$ cat src/rtl/serv_rf_serdes_pkg.sv
// Shared definitions for the register-file serializer/deserializer.
// Holds the sequencer state encodings and the default datapath and
// register-address widths used by serv_rf_serdes and its sub-modules.
package serv_rf_serdes_pkg;

    localparam int SD_W  = 32;  // datapath width, also bits per ALU phase
    localparam int SD_AW = 5;   // register index width

    typedef enum logic [2:0] {
        SD_IDLE  = 3'd0,
        SD_READ  = 3'd1,
        SD_INIT  = 3'd2,
        SD_RUN   = 3'd3,
        SD_WRITE = 3'd4,
        SD_DONE  = 3'd5
    } sd_state_t;

endpackage

$ cat src/rtl/serv_rf_serdes_rot.sv
// serv_rot_reg: W-bit parallel-load, rotate-right register with a serial tap.
// Rotating (rather than shifting) means that after W rotations the register
// holds the original word again, so a second pass can stream it unchanged.
// Ports:
//   clk      clock
//   i_rst_n  asynchronous active-low reset, clears the register
//   i_load   load i_d (takes priority over rotate)
//   i_d      parallel load data
//   i_rot    rotate right by one bit
//   o_tap    bit 0 of the register (current serial bit)
module serv_rot_reg #(
    parameter int W = 32
) (
    input  logic         clk,
    input  logic         i_rst_n,
    input  logic         i_load,
    input  logic [W-1:0] i_d,
    input  logic         i_rot,
    output logic         o_tap
);

    logic [W-1:0] q;

    always_ff @(posedge clk or negedge i_rst_n) begin
        if (!i_rst_n) begin
            q <= '0;
        end else if (i_load) begin
            q <= i_d;
        end else if (i_rot) begin
            q <= {q[0], q[W-1:1]};
        end
    end

    assign o_tap = q[0];

endmodule

$ cat src/rtl/serv_rf_serdes.sv
// serv_rf_serdes: bit-serial operand sequencer between the parallel register
// file and the serial ALU. Reads rs1/rs2 as words, streams them LSB-first
// (optional INIT pass, then RUN pass), collects the serial rd result into a
// word and writes it back unless rd is x0 or write-back is disabled.
// Ports:
//   clk, i_rst_n                       clock, async active-low reset
//   i_start, i_init_pass, i_rs*_addr,  operation request, sampled in IDLE only
//   i_rd_addr, i_rd_en
//   o_rf_rreq, o_rf_raddr1/2,          register-file read handshake
//   i_rf_rvalid, i_rf_rdata1/2
//   o_rf_wreq, o_rf_waddr, o_rf_wdata, register-file write handshake
//   i_rf_wready
//   o_rs1, o_rs2, o_init, o_en,        serial ALU interface
//   o_cnt_done, i_rd
//   o_busy, o_done                     status
module serv_rf_serdes
    import serv_rf_serdes_pkg::*;
#(
    parameter int W  = SD_W,
    parameter int AW = SD_AW
) (
    input  logic          clk,
    input  logic          i_rst_n,
    input  logic          i_start,
    input  logic          i_init_pass,
    input  logic [AW-1:0] i_rs1_addr,
    input  logic [AW-1:0] i_rs2_addr,
    input  logic [AW-1:0] i_rd_addr,
    input  logic          i_rd_en,
    output logic          o_rf_rreq,
    output logic [AW-1:0] o_rf_raddr1,
    output logic [AW-1:0] o_rf_raddr2,
    input  logic          i_rf_rvalid,
    input  logic [W-1:0]  i_rf_rdata1,
    input  logic [W-1:0]  i_rf_rdata2,
    output logic          o_rf_wreq,
    output logic [AW-1:0] o_rf_waddr,
    output logic [W-1:0]  o_rf_wdata,
    input  logic          i_rf_wready,
    output logic          o_rs1,
    output logic          o_rs2,
    output logic          o_init,
    output logic          o_en,
    output logic          o_cnt_done,
    input  logic          i_rd,
    output logic          o_busy,
    output logic          o_done
);

    localparam int CW = $clog2(W);
    localparam logic [CW-1:0] CNT_LAST = CW'(W - 1);

    sd_state_t     state;
    sd_state_t     state_nxt;
    logic [CW-1:0] cnt;
    logic          init_pass_q;
    logic          rd_en_q;
    logic [AW-1:0] rd_addr_q;
    logic [W-1:0]  rd_q;
    logic          rs1_tap;
    logic          rs2_tap;
    logic          streaming;
    logic          load_ops;
    logic          enter_phase;

    assign streaming   = (state == SD_INIT) || (state == SD_RUN);
    assign load_ops    = (state == SD_READ) && i_rf_rvalid;
    // Counter restarts whenever a new phase begins (including INIT -> RUN).
    assign enter_phase = (state_nxt != state) &&
                         ((state_nxt == SD_INIT) || (state_nxt == SD_RUN));

    always_comb begin
        state_nxt = state;
        case (state)
            SD_IDLE:  if (i_start) state_nxt = SD_READ;
            SD_READ:  if (i_rf_rvalid) state_nxt = init_pass_q ? SD_INIT : SD_RUN;
            SD_INIT:  if (cnt == CNT_LAST) state_nxt = SD_RUN;
            SD_RUN:   if (cnt == CNT_LAST)
                          state_nxt = (rd_en_q && (rd_addr_q != '0)) ? SD_WRITE : SD_DONE;
            SD_WRITE: if (i_rf_wready) state_nxt = SD_DONE;
            SD_DONE:  state_nxt = SD_IDLE;
            default:  state_nxt = SD_IDLE;
        endcase
    end

    // Phase outputs are registered from the next state so they line up with
    // the state they describe.
    always_ff @(posedge clk or negedge i_rst_n) begin
        if (!i_rst_n) begin
            state       <= SD_IDLE;
            cnt         <= '0;
            init_pass_q <= 1'b0;
            rd_en_q     <= 1'b0;
            rd_addr_q   <= '0;
            rd_q        <= '0;
            o_rf_raddr1 <= '0;
            o_rf_raddr2 <= '0;
            o_rf_rreq   <= 1'b0;
            o_rf_wreq   <= 1'b0;
            o_init      <= 1'b0;
            o_en        <= 1'b0;
            o_busy      <= 1'b0;
            o_done      <= 1'b0;
        end else begin
            state     <= state_nxt;
            o_rf_rreq <= (state_nxt == SD_READ);
            o_rf_wreq <= (state_nxt == SD_WRITE);
            o_init    <= (state_nxt == SD_INIT);
            o_en      <= (state_nxt == SD_RUN);
            o_busy    <= (state_nxt != SD_IDLE);
            o_done    <= (state_nxt == SD_DONE);

            if ((state == SD_IDLE) && i_start) begin
                o_rf_raddr1 <= i_rs1_addr;
                o_rf_raddr2 <= i_rs2_addr;
                rd_addr_q   <= i_rd_addr;
                rd_en_q     <= i_rd_en;
                init_pass_q <= i_init_pass;
            end

            if (enter_phase) begin
                cnt <= '0;
            end else if (streaming) begin
                cnt <= cnt + CW'(1);
            end

            // Result enters at the MSB so bit k ends up holding RUN cycle k.
            if (state == SD_RUN) begin
                rd_q <= {i_rd, rd_q[W-1:1]};
            end
        end
    end

    serv_rot_reg #(.W(W)) u_rot_rs1 (
        .clk     (clk),
        .i_rst_n (i_rst_n),
        .i_load  (load_ops),
        .i_d     (i_rf_rdata1),
        .i_rot   (streaming),
        .o_tap   (rs1_tap)
    );

    serv_rot_reg #(.W(W)) u_rot_rs2 (
        .clk     (clk),
        .i_rst_n (i_rst_n),
        .i_load  (load_ops),
        .i_d     (i_rf_rdata2),
        .i_rot   (streaming),
        .o_tap   (rs2_tap)
    );

    assign o_rs1      = rs1_tap & (o_init | o_en);
    assign o_rs2      = rs2_tap & (o_init | o_en);
    assign o_cnt_done = (o_init | o_en) && (cnt == CNT_LAST);
    assign o_rf_waddr = rd_addr_q;
    assign o_rf_wdata = o_rf_wreq ? rd_q : '0;

endmodule

$ cat config.mk
export PLATFORM = sky130hd
export DESIGN_NAME = serv_rf_serdes
export DESIGN_NICKNAME = d
export VERILOG_FILES = /design/src/rtl/serv_rf_serdes_pkg.sv /design/src/rtl/serv_rf_serdes_rot.sv /design/src/rtl/serv_rf_serdes.sv
export SDC_FILE = /design/constraint.sdc
export NUM_CORES = 1
export LEC_CHECK = 0
export CAP_MARGIN = 20
export CORE_AREA = 2 2 100 126
export CTS_CLUSTER_DIAMETER = 50
export DETAILED_ROUTE_END_ITERATION = 7
export DIE_AREA = 0 0 102 128
export PLACE_DENSITY = 0.8
export SYNTH_ARGS = -nofsm -noshare
export SYNTH_HDL_FRONTEND = slang
export SYNTH_SLANG_ARGS = --single-unit
$ cat constraint.sdc
create_clock -name clk -period 2.5 [get_ports clk]
set_input_delay 0.75 -clock clk [delete_from_list [all_inputs] [get_ports clk]]
set_output_delay 0.75 -clock clk [all_outputs]
set_load 0.01 [all_outputs]
# ---- Word-level counts from Yosys, hierarchy flattened
# Cells that the tools add are included.
dict set report word_totals {
  out_inout_bits 56
  wordCells 58
  input_bits 87
  reg_bits 127
}
dict set report op_classes {
  n_mux 15
  n_addsub 1
  reduce_logical 12
  n_eq_ne 11
  bitwise 3
}
# op count
set ops {}
lappend ops {{$mux 32} 5}
lappend ops {{$mux 3} 5}
lappend ops {{$pmux 3 s5} 1}
lappend ops {{$eq 3x2->1 const B} 4}
lappend ops {{$mux 5} 2}
lappend ops {{$eq 3x3->1 const B} 3}
lappend ops {{$eq 3x1->1 const B} 2}
lappend ops {{$add 5x1->5 const B} 1}
lappend ops {{$eq 5x5->1 const B} 1}
lappend ops {{$logic_and 1x1->1} 5}
lappend ops {{$reduce_bool 5->1} 1}
lappend ops {{$reduce_bool 2->1} 2}
lappend ops {{$logic_not 3->1} 1}
lappend ops {{$ne 3x3->1} 1}
lappend ops {{$reduce_bool 3->1} 1}
lappend ops {{$and 1x1->1} 2}
lappend ops {{$logic_or 1x1->1} 2}
lappend ops {{$mux 1} 2}
lappend ops {{$or 1x1->1} 1}

# ---- Depth between registers and ports, before layout
# Gate-level depths: netlist of the first run.
dict set report logic_depth {
  ltp_word 9
  mapped_depth 7
  depth_no_buf 7
}

# ---- Hierarchy
# From an unflattened synthesis of the first run, not the netlist that was laid out.
dict set report unflattened {
  cells_unflattened 484
  hier_area_um2 5849.4
}
# module cells_per_inst seq_area_each_um2 n_inst area_each_um2
set modules_own_cells {}
lappend modules_own_cells {serv_rot_reg 139 800.8 2 1515.2}
lappend modules_own_cells {serv_rf_serdes 206 1576.5 1 2819.0}

# ---- Worst setup path after synthesis of the first run
# Ideal clock, no wire load.
dict set report synth_timing {
  path_type {register to output}
  startpoint {reg cnt[0]}
  endpoint {out o_cnt_done}
  n_path_buf 0
  arrival_ns 1.134
  path_slack_ns 0.616
  path_stages_with_launch 5
  required_time_ns 1.750
  path_cell_list {dfrtp_1 ha_1 and3_1 ha_1 nor2b_1}
}
dict set report synth_via {
  elab_chain_len 2
}
# element line_no
set synth_rtl {}
lappend synth_rtl {{start: declaration} serv_rf_serdes.sv:55} ;# logic [CW-1:0] cnt;
lappend synth_rtl {{start signal: assignment} serv_rf_serdes.sv:124} ;# cnt <= cnt + CW'(1);
lappend synth_rtl {{$eq 5x5->1} serv_rf_serdes.sv:154} ;# assign o_cnt_done = (o_init | o_en) && (cnt == CNT_LAST);
lappend synth_rtl {{$logic_and 1x1->1} serv_rf_serdes.sv:154}
lappend synth_rtl {{end: declaration} serv_rf_serdes.sv:44} ;# output logic o_cnt_done,
# Every way passes these cells.

# ---- Worst setup path in the final report of the first run
dict set report layout_timing {
  startpoint {reg o_en}
  endpoint {out o_rs2}
}
dict set report layout_via {
  elab_chain_len 2
}
# element line_no
set layout_rtl {}
lappend layout_rtl {{start: declaration} serv_rf_serdes.sv:43} ;# output logic o_en,
lappend layout_rtl {{start signal: assignment} serv_rf_serdes.sv:109} ;# o_en <= (state_nxt == SD_RUN);
lappend layout_rtl {{$or 1x1->1} serv_rf_serdes.sv:153} ;# assign o_rs2 = rs2_tap & (o_init | o_en);
lappend layout_rtl {{$and 1x1->1} serv_rf_serdes.sv:153}
lappend layout_rtl {{end: declaration} serv_rf_serdes.sv:41} ;# output logic o_rs2,
# Every way passes these cells.

==> impl_metrics.env, run 1 <==
export IMPL_status="completed"
export IMPL_r2r_setup_slack_ps=530
export IMPL_ir_drop_v=0.0005700
export IMPL_hp_class="primary input to asynchronous set/reset pin"
export IMPL_syn_avg_cell_area_um2=11.97
export IMPL_r2r_start="cnt[1]$_DFFE_PN0P_"
export IMPL_dieArea_um2=13060
export IMPL_antenna_found_initial=0
export IMPL_fmax_mhz=414.3
export IMPL_track_usage_pct=20.66
export IMPL_diodes=0
export IMPL_leakagePower_uw=0.003435
export IMPL_cts_root_buf="clkbuf_16"
export IMPL_top_layer="met4"
export IMPL_io_pins=143
export IMPL_nets=721
export IMPL_fin_skew_ps=7.189
export IMPL_synth_warnings=0
export IMPL_grt_max_degree=64
export IMPL_route_antenna_remaining_nets=0
export IMPL_hpwl_mm=8.651
export IMPL_drc=0
export IMPL_vias=4103
export IMPL_met1Wirelength_mm=5.107
export IMPL_fin_total_pwr_uw=9983
export IMPL_arrival_ps=1660
export IMPL_finalWeightedCongestion=0.7786
export IMPL_final_common_cell="clkdlybuf4s50_1"
export IMPL_wl_met3_um=476
export IMPL_crit_type="flop to output port"
export IMPL_post_drt_wl_per_cell_um=15.46
export IMPL_most_common_layout_cells="clkdlybuf4s50_1, dfrtp_1, nand2_1"
export IMPL_clock_latency_ps=400
export IMPL_numCtsBuffers=17
export IMPL_ys_ff_latch=127
export IMPL_r2r_cells=8
export IMPL_slew_headroom_pct=59.42
export IMPL_wirelength_mm=12.46
export IMPL_period_needed_ps=2414
export IMPL_grt_pass1_wl_mm=21.08
export IMPL_tritoncts="done"
export IMPL_die_x_um=102
export IMPL_drtIter0Drc=114
export IMPL_portBuffers=142
export IMPL_htreeDepth=4
export IMPL_start_util_pct=48.85
export IMPL_worst_pin_slew_ps=608.1
export IMPL_critPathLaunchType="flop"
export IMPL_die_y_um=128
export IMPL_dr_pass1_iters=4
export IMPL_fin_crit_sh_pct=96.54
export IMPL_required_ps=1750
export IMPL_instances_no_fill=806
export IMPL_register_area_um2=3178
export IMPL_syn_nets=576
export IMPL_worstSetupStartpoint="o_en$_DFF_PN0_"
export IMPL_reg2reg_to="o_done$_DFF_PN0_"
export IMPL_place_inst=776
export IMPL_setup_viol=0
export IMPL_cts_sinks=127
export IMPL_p_per_area_nw_per_um2=1238
export IMPL_overflow=0
export IMPL_fin_tns_setup_ps=0
export IMPL_cts_buffer_depth=2
export IMPL_drive_gt1_share_pct=13.71
export IMPL_fp_coreArea_um2=11940
export IMPL_grt_pass1_vias=4328
export IMPL_area_growth_pct=38.35
export IMPL_synthDistinctLibCells=37
export IMPL_multi_input_area_um2=2435
export IMPL_drv_cap=0
export IMPL_fin_hold_ws_ps=319.5
export IMPL_via_per_inst=5.091
export IMPL_slew_violations=0
export IMPL_end_kind="output port"
export IMPL_num_rows=45
export IMPL_path_max_fanout=3
export IMPL_synth_cells=487
export IMPL_syn_area_um2=5831
export IMPL_synth_seq_area_share_pct=54.51
export IMPL_clk_pin_slew_ps=60
export IMPL_rsz0062_at_grt="false"
export IMPL_hold_viol=0
export IMPL_met2_length_mm=6.491
export IMPL_num_fill_cells=936
worst max-delay path by stage:
stage	to	slack [ps]	cells after the start
6_report	o_rs2	90	3
5_1_grt	o_rs1	0.5	3
4_1_cts	o_cnt_done	9	5
3_5_place_dp	o_cnt_done	170	5
3_3_place_gp	o_cnt_done	180	5
2_1_floorplan	o_cnt_done	620	4
flip-flops by register name (all words and copies together), names as in the netlist, 3 cells and up:
| signal | cells |
|---|---|
| rd_q | 32 |
| u_rot_rs1.q | 32 |
| state | 3 |
| cnt | 5 |
| o_rf_raddr2 | 5 |
| o_rf_raddr1 | 5 |
| o_rf_waddr | 5 |
| u_rot_rs2.q | 32 |
critical path, cell delays in order (launching register included):
cell and delay (ps):
dfrtp_1 380, nor2_1 280, nor2b_1 80, clkdlybuf4s50_1 520
power breakdown:
group | leakage, µW | total, µW | internal (µW) | switching (µW)
sequential | 0.00153 | 3800 | 3120 | 681
clock | 0.000295 | 2540 | 1730 | 809
combinational | 0.00161 | 3650 | 2110 | 1540
total | 0.00344 | 9980 | 6950 | 3030
area by class of cell:
| type | count | area share (%) |
|---|---|---|
| Clock inverter | 6 | 1.644 |
| Inverter | 2 | 0.09307 |
| Timing Repair Buffer | 157 | 20.21 |
| Multi-Input combinational cell | 327 | 30.18 |
| Clock buffer | 23 | 5.925 |
| Sequential cell | 127 | 39.40 |
| Tap cell | 164 | 2.544 |
metrics by stage:
step | util, % | setup WS, ps | area, µm²
2_1_floorplan | - | 615.7 | 5831
3_3_place_gp | 62.41 | 177.6 | 7450
3_5_place_dp | 62.41 | 166.9 | 7450
4_1_cts | 67.62 | 9.280 | 8071
5_1_grt | 67.58 | 0.5335 | 8066
6_report | 67.58 | 86.47 | 8066
cells by family (layout without fill, tap and decap cells):
kind of cell	count (synthesis)	after routing	share of synthesized area, %
multiplexers	111	111	22.04
flip-flops	127	127	54.51
AND/OR/NAND/NOR	136	136	11.61
adder cells (fa/ha/maj)	2	2	0.4291
buffers and inverters	33	188	3.863
XOR/XNOR	3	3	0.4507
AO/OA/AOI/OAI	75	75	7.103
what timing repair did:
action | 4_1_cts | 5_1_grt
setup buffers | 1 | 0
cloned | 0 | 0
hold buffers | 0 | 0
setup endpoints to repair | 2 | 1
resized for setup | 3 | 1
metal layers:
| layer | up-vias | track usage, % |
|---|---|---|
| met4 | 0 | 9.961 |
| met5 | - | 0 |
| met3 | 28 | 4.580 |
| li1 | 1955 | - |
| met1 | 2031 | 25.32 |
| met2 | 89 | 34.37 |
cell usage after synthesis:
cell / instances / area [µm²]
nor2b_1: 5 / 31.28
mux2_4: 30 / 450.4
o21ai_1: 61 / 305.3
a21oi_1: 5 / 25.02
o21ai_0: 3 / 15.01
dfrtp_1: 127 / 3178
a21boi_1: 1 / 7.510
inv_1: 2 / 7.510
buf_2: 6 / 30.03
clkbuf_1: 10 / 37.54
mux2_2: 9 / 101.4
and2_1: 34 / 212.7
o221ai_4: 1 / 26.28
nor2_4: 1 / 11.26
and3_1: 1 / 6.260
mux2i_1: 62 / 620.6
nand3b_4: 1 / 20.02
a21o_1: 1 / 7.510
nand2_1: 75 / 281.5
nand3_1: 2 / 10.01
a32oi_1: 1 / 8.760
a211o_1: 1 / 8.760
or3_1: 1 / 6.260
buf_4: 5 / 37.54
mux2_1: 10 / 112.6
o311a_1: 1 / 10.01
nand3b_1: 1 / 7.510
ha_1: 2 / 25.02
xor2_1: 2 / 17.52
and2b_1: 1 / 7.510
buf_6: 10 / 112.6
nor2_1: 8 / 30.03
nand4_1: 1 / 6.260
nand2b_1: 3 / 18.77
nand2_4: 1 / 11.26
nor3_4: 1 / 16.27
xnor2_1: 1 / 8.760
No activity file was read; power rests on OpenSTA's default activity.
==> inputs of run 2 (changes only) <==
--- a/config.mk
+++ b/config.mk
@@ -7,10 +7,11 @@
 export LEC_CHECK = 0
 export CAP_MARGIN = 20
 export CORE_AREA = 2 2 100 126
+export CTS_BUF_LIST = sky130_fd_sc_hd__clkbuf_8 sky130_fd_sc_hd__clkbuf_16
 export CTS_CLUSTER_DIAMETER = 50
 export DETAILED_ROUTE_END_ITERATION = 7
 export DIE_AREA = 0 0 102 128
-export PLACE_DENSITY = 0.8
+export PLACE_DENSITY_LB_ADDON = 0.2
 export SYNTH_ARGS = -nofsm -noshare
 export SYNTH_HDL_FRONTEND = slang
 export SYNTH_SLANG_ARGS = --single-unit
==> run 2 against run 1 <==
- first-iteration DRC count is 5.3% higher
- setup slack worse by 18 ps
- clock skew is 2.0 ps higher
- critical path type unchanged
- highest routed layer unchanged
- die area stayed put
- utilization is 0.48 points lower
==> impl_metrics.env, run 2 (same netlist as run 1, synthesis figures left out) <==
export IMPL_design_area_um2=8009
export IMPL_most_common_layout_cells="clkdlybuf4s50_1, dfrtp_1, nand2_1"
export IMPL_dr_pass1_iters=4
export IMPL_antenna_found_initial=0
export IMPL_hp_class="primary input to asynchronous set/reset pin"
export IMPL_placed_area_um2=7425
export IMPL_status="completed"
export IMPL_finalWeightedCongestion=0.7822
export IMPL_die_x_um=102
export IMPL_numCtsBuffers=17
export IMPL_p_per_area_nw_per_um2=1221
export IMPL_track_usage_pct=19.65
export IMPL_r2r_cells=8
export IMPL_ir_drop_v=0.0005752
export IMPL_drc=0
export IMPL_nets=722
export IMPL_via_per_inst=5.014
export IMPL_path_max_fanout=3
export IMPL_clk_pin_slew_ps=60
export IMPL_reg_largest_list="rd_q x32, u_rot_rs1.q x32, u_rot_rs2.q x32"
export IMPL_post_drt_wl_per_cell_um=15.13
export IMPL_fin_hold_ws_ps=257.0
export IMPL_slew_headroom_pct=59.00
export IMPL_r2r_setup_slack_ps=550
export IMPL_wirelength_mm=12.26
export IMPL_grt_pass1_vias=4255
export IMPL_worst_slack_ps=68.51
export IMPL_cts_sinks=127
export IMPL_grt_max_degree=54
export IMPL_diodes=0
export IMPL_required_ps=1750
export IMPL_fin_skew_ps=9.168
export IMPL_hpwl_mm=8.505
export IMPL_start_util_pct=48.85
export IMPL_r2r_start="cnt[0]$_DFFE_PN0P_"
export IMPL_die_y_um=128
export IMPL_critPathLaunchType="flop"
export IMPL_setup_viol=0
export IMPL_htreeDepth=4
export IMPL_io_pins=143
export IMPL_drive_gt1_share_pct=14.86
export IMPL_num_rows=45
export IMPL_fp_coreArea_um2=11940
export IMPL_final_common_cell="clkdlybuf4s50_1"
export IMPL_post_place_ws_ps=160.7
export IMPL_vias=4061
export IMPL_worst_pin_slew_ps=615.1
export IMPL_hold_viol=0
export IMPL_tritoncts="done"
export IMPL_reg2reg_to="o_done$_DFF_PN0_"
export IMPL_crit_type="flop to output port"
export IMPL_fmax_mhz=411.3
export IMPL_cts_root_buf="clkbuf_16"
export IMPL_grt_pass1_wl_mm=20.00
export IMPL_cts_buffer_depth=2
export IMPL_fin_crit_sh_pct=97.26
export IMPL_dieArea_um2=13060
export IMPL_leakagePower_uw=0.003396
export IMPL_rsz0062_at_grt="false"
export IMPL_portBuffers=142
export IMPL_clock_latency_ps=410
export IMPL_period_needed_ps=2431
export IMPL_drv_cap=0
export IMPL_slew_violations=0
export IMPL_drtIter0Drc=120
export IMPL_arrival_ps=1680
export IMPL_overflow=0
export IMPL_fin_tns_setup_ps=0
export IMPL_route_antenna_remaining_nets=0
export IMPL_end_kind="output port"
export IMPL_area_growth_pct=37.36
-- run 2: changes by cell type in the layout (fill, tap and decap cells not counted), sizes merged --
| cell | change |
|---|---|
| buf | +2 |
| bufinv | -3 |
| clkbuf | -5 |
| clkinv | +3 |
| clkinvlp | +6 |
| inv | +1 |
-- run 2: metrics by stage --
step	util (%)	instances	power, µW
final	67.10	810	9776
after CTS	67.04	810	9880
after global routing	67.10	810	10400
after global placement	62.20	776	7275
after floorplan	-	487	6438
after detailed placement	62.20	776	7464
-- run 2: how the worst max path moves through the flow --
stage	startpoint	endpoint	slack (ps)
after floorplan	cnt[0]$_DFFE_PN0P_	o_cnt_done	620
after global placement	cnt[0]$_DFFE_PN0P_	o_cnt_done	160
after detailed placement	cnt[0]$_DFFE_PN0P_	o_cnt_done	160
after CTS	o_rf_wreq$_DFF_PN0_	o_rf_wdata[24]	20
after global routing	o_en$_DFF_PN0_	o_rs2	2
final	o_en$_DFF_PN0_	o_rs2	70
-- run 2: area by class of cell --
cell class,count,area [µm²]
clock inverter,13,115.1
timing repair buffer,158,1613
sequential,127,3178
tap,164,205.2
multi-input combinational,327,2437
inverter,2,7.507
clock buffer,19,452.9
fill,928,3928
-- run 2: report_power, final --
| part | switching [µW] | leakage [µW] | internal, µW |
|---|---|---|---|
| Clock | 914 | 0.000259 | 1420 |
| Combinational | 1530 | 0.00161 | 2110 |
| Sequential | 686 | 0.00153 | 3110 |
-- run 2: routing by layer --
layer	up-vias	global-route usage [%]	wire length (µm)
met5	-	0	0
met4	0	7.373	250
met3	17	6.107	620
met2	108	32.55	6211
met1	1981	23.99	5175
li1	1955	-	-
-- run 2: worst max-delay path, cell delays in order, from the launching register on --
cell,delay [ps]
dfrtp_1,380
nor2_1,270
nor2b_1,100
clkdlybuf4s50_1,530
-- run 2: repair_timing --
action,4_1_cts,5_1_grt
endpoints found under the setup margin,1,22
hold buffers,0,0
pin swaps,0,0
setup buffers,2,0
hold endpoints to repair,0,0
gates resized for setup,4,2
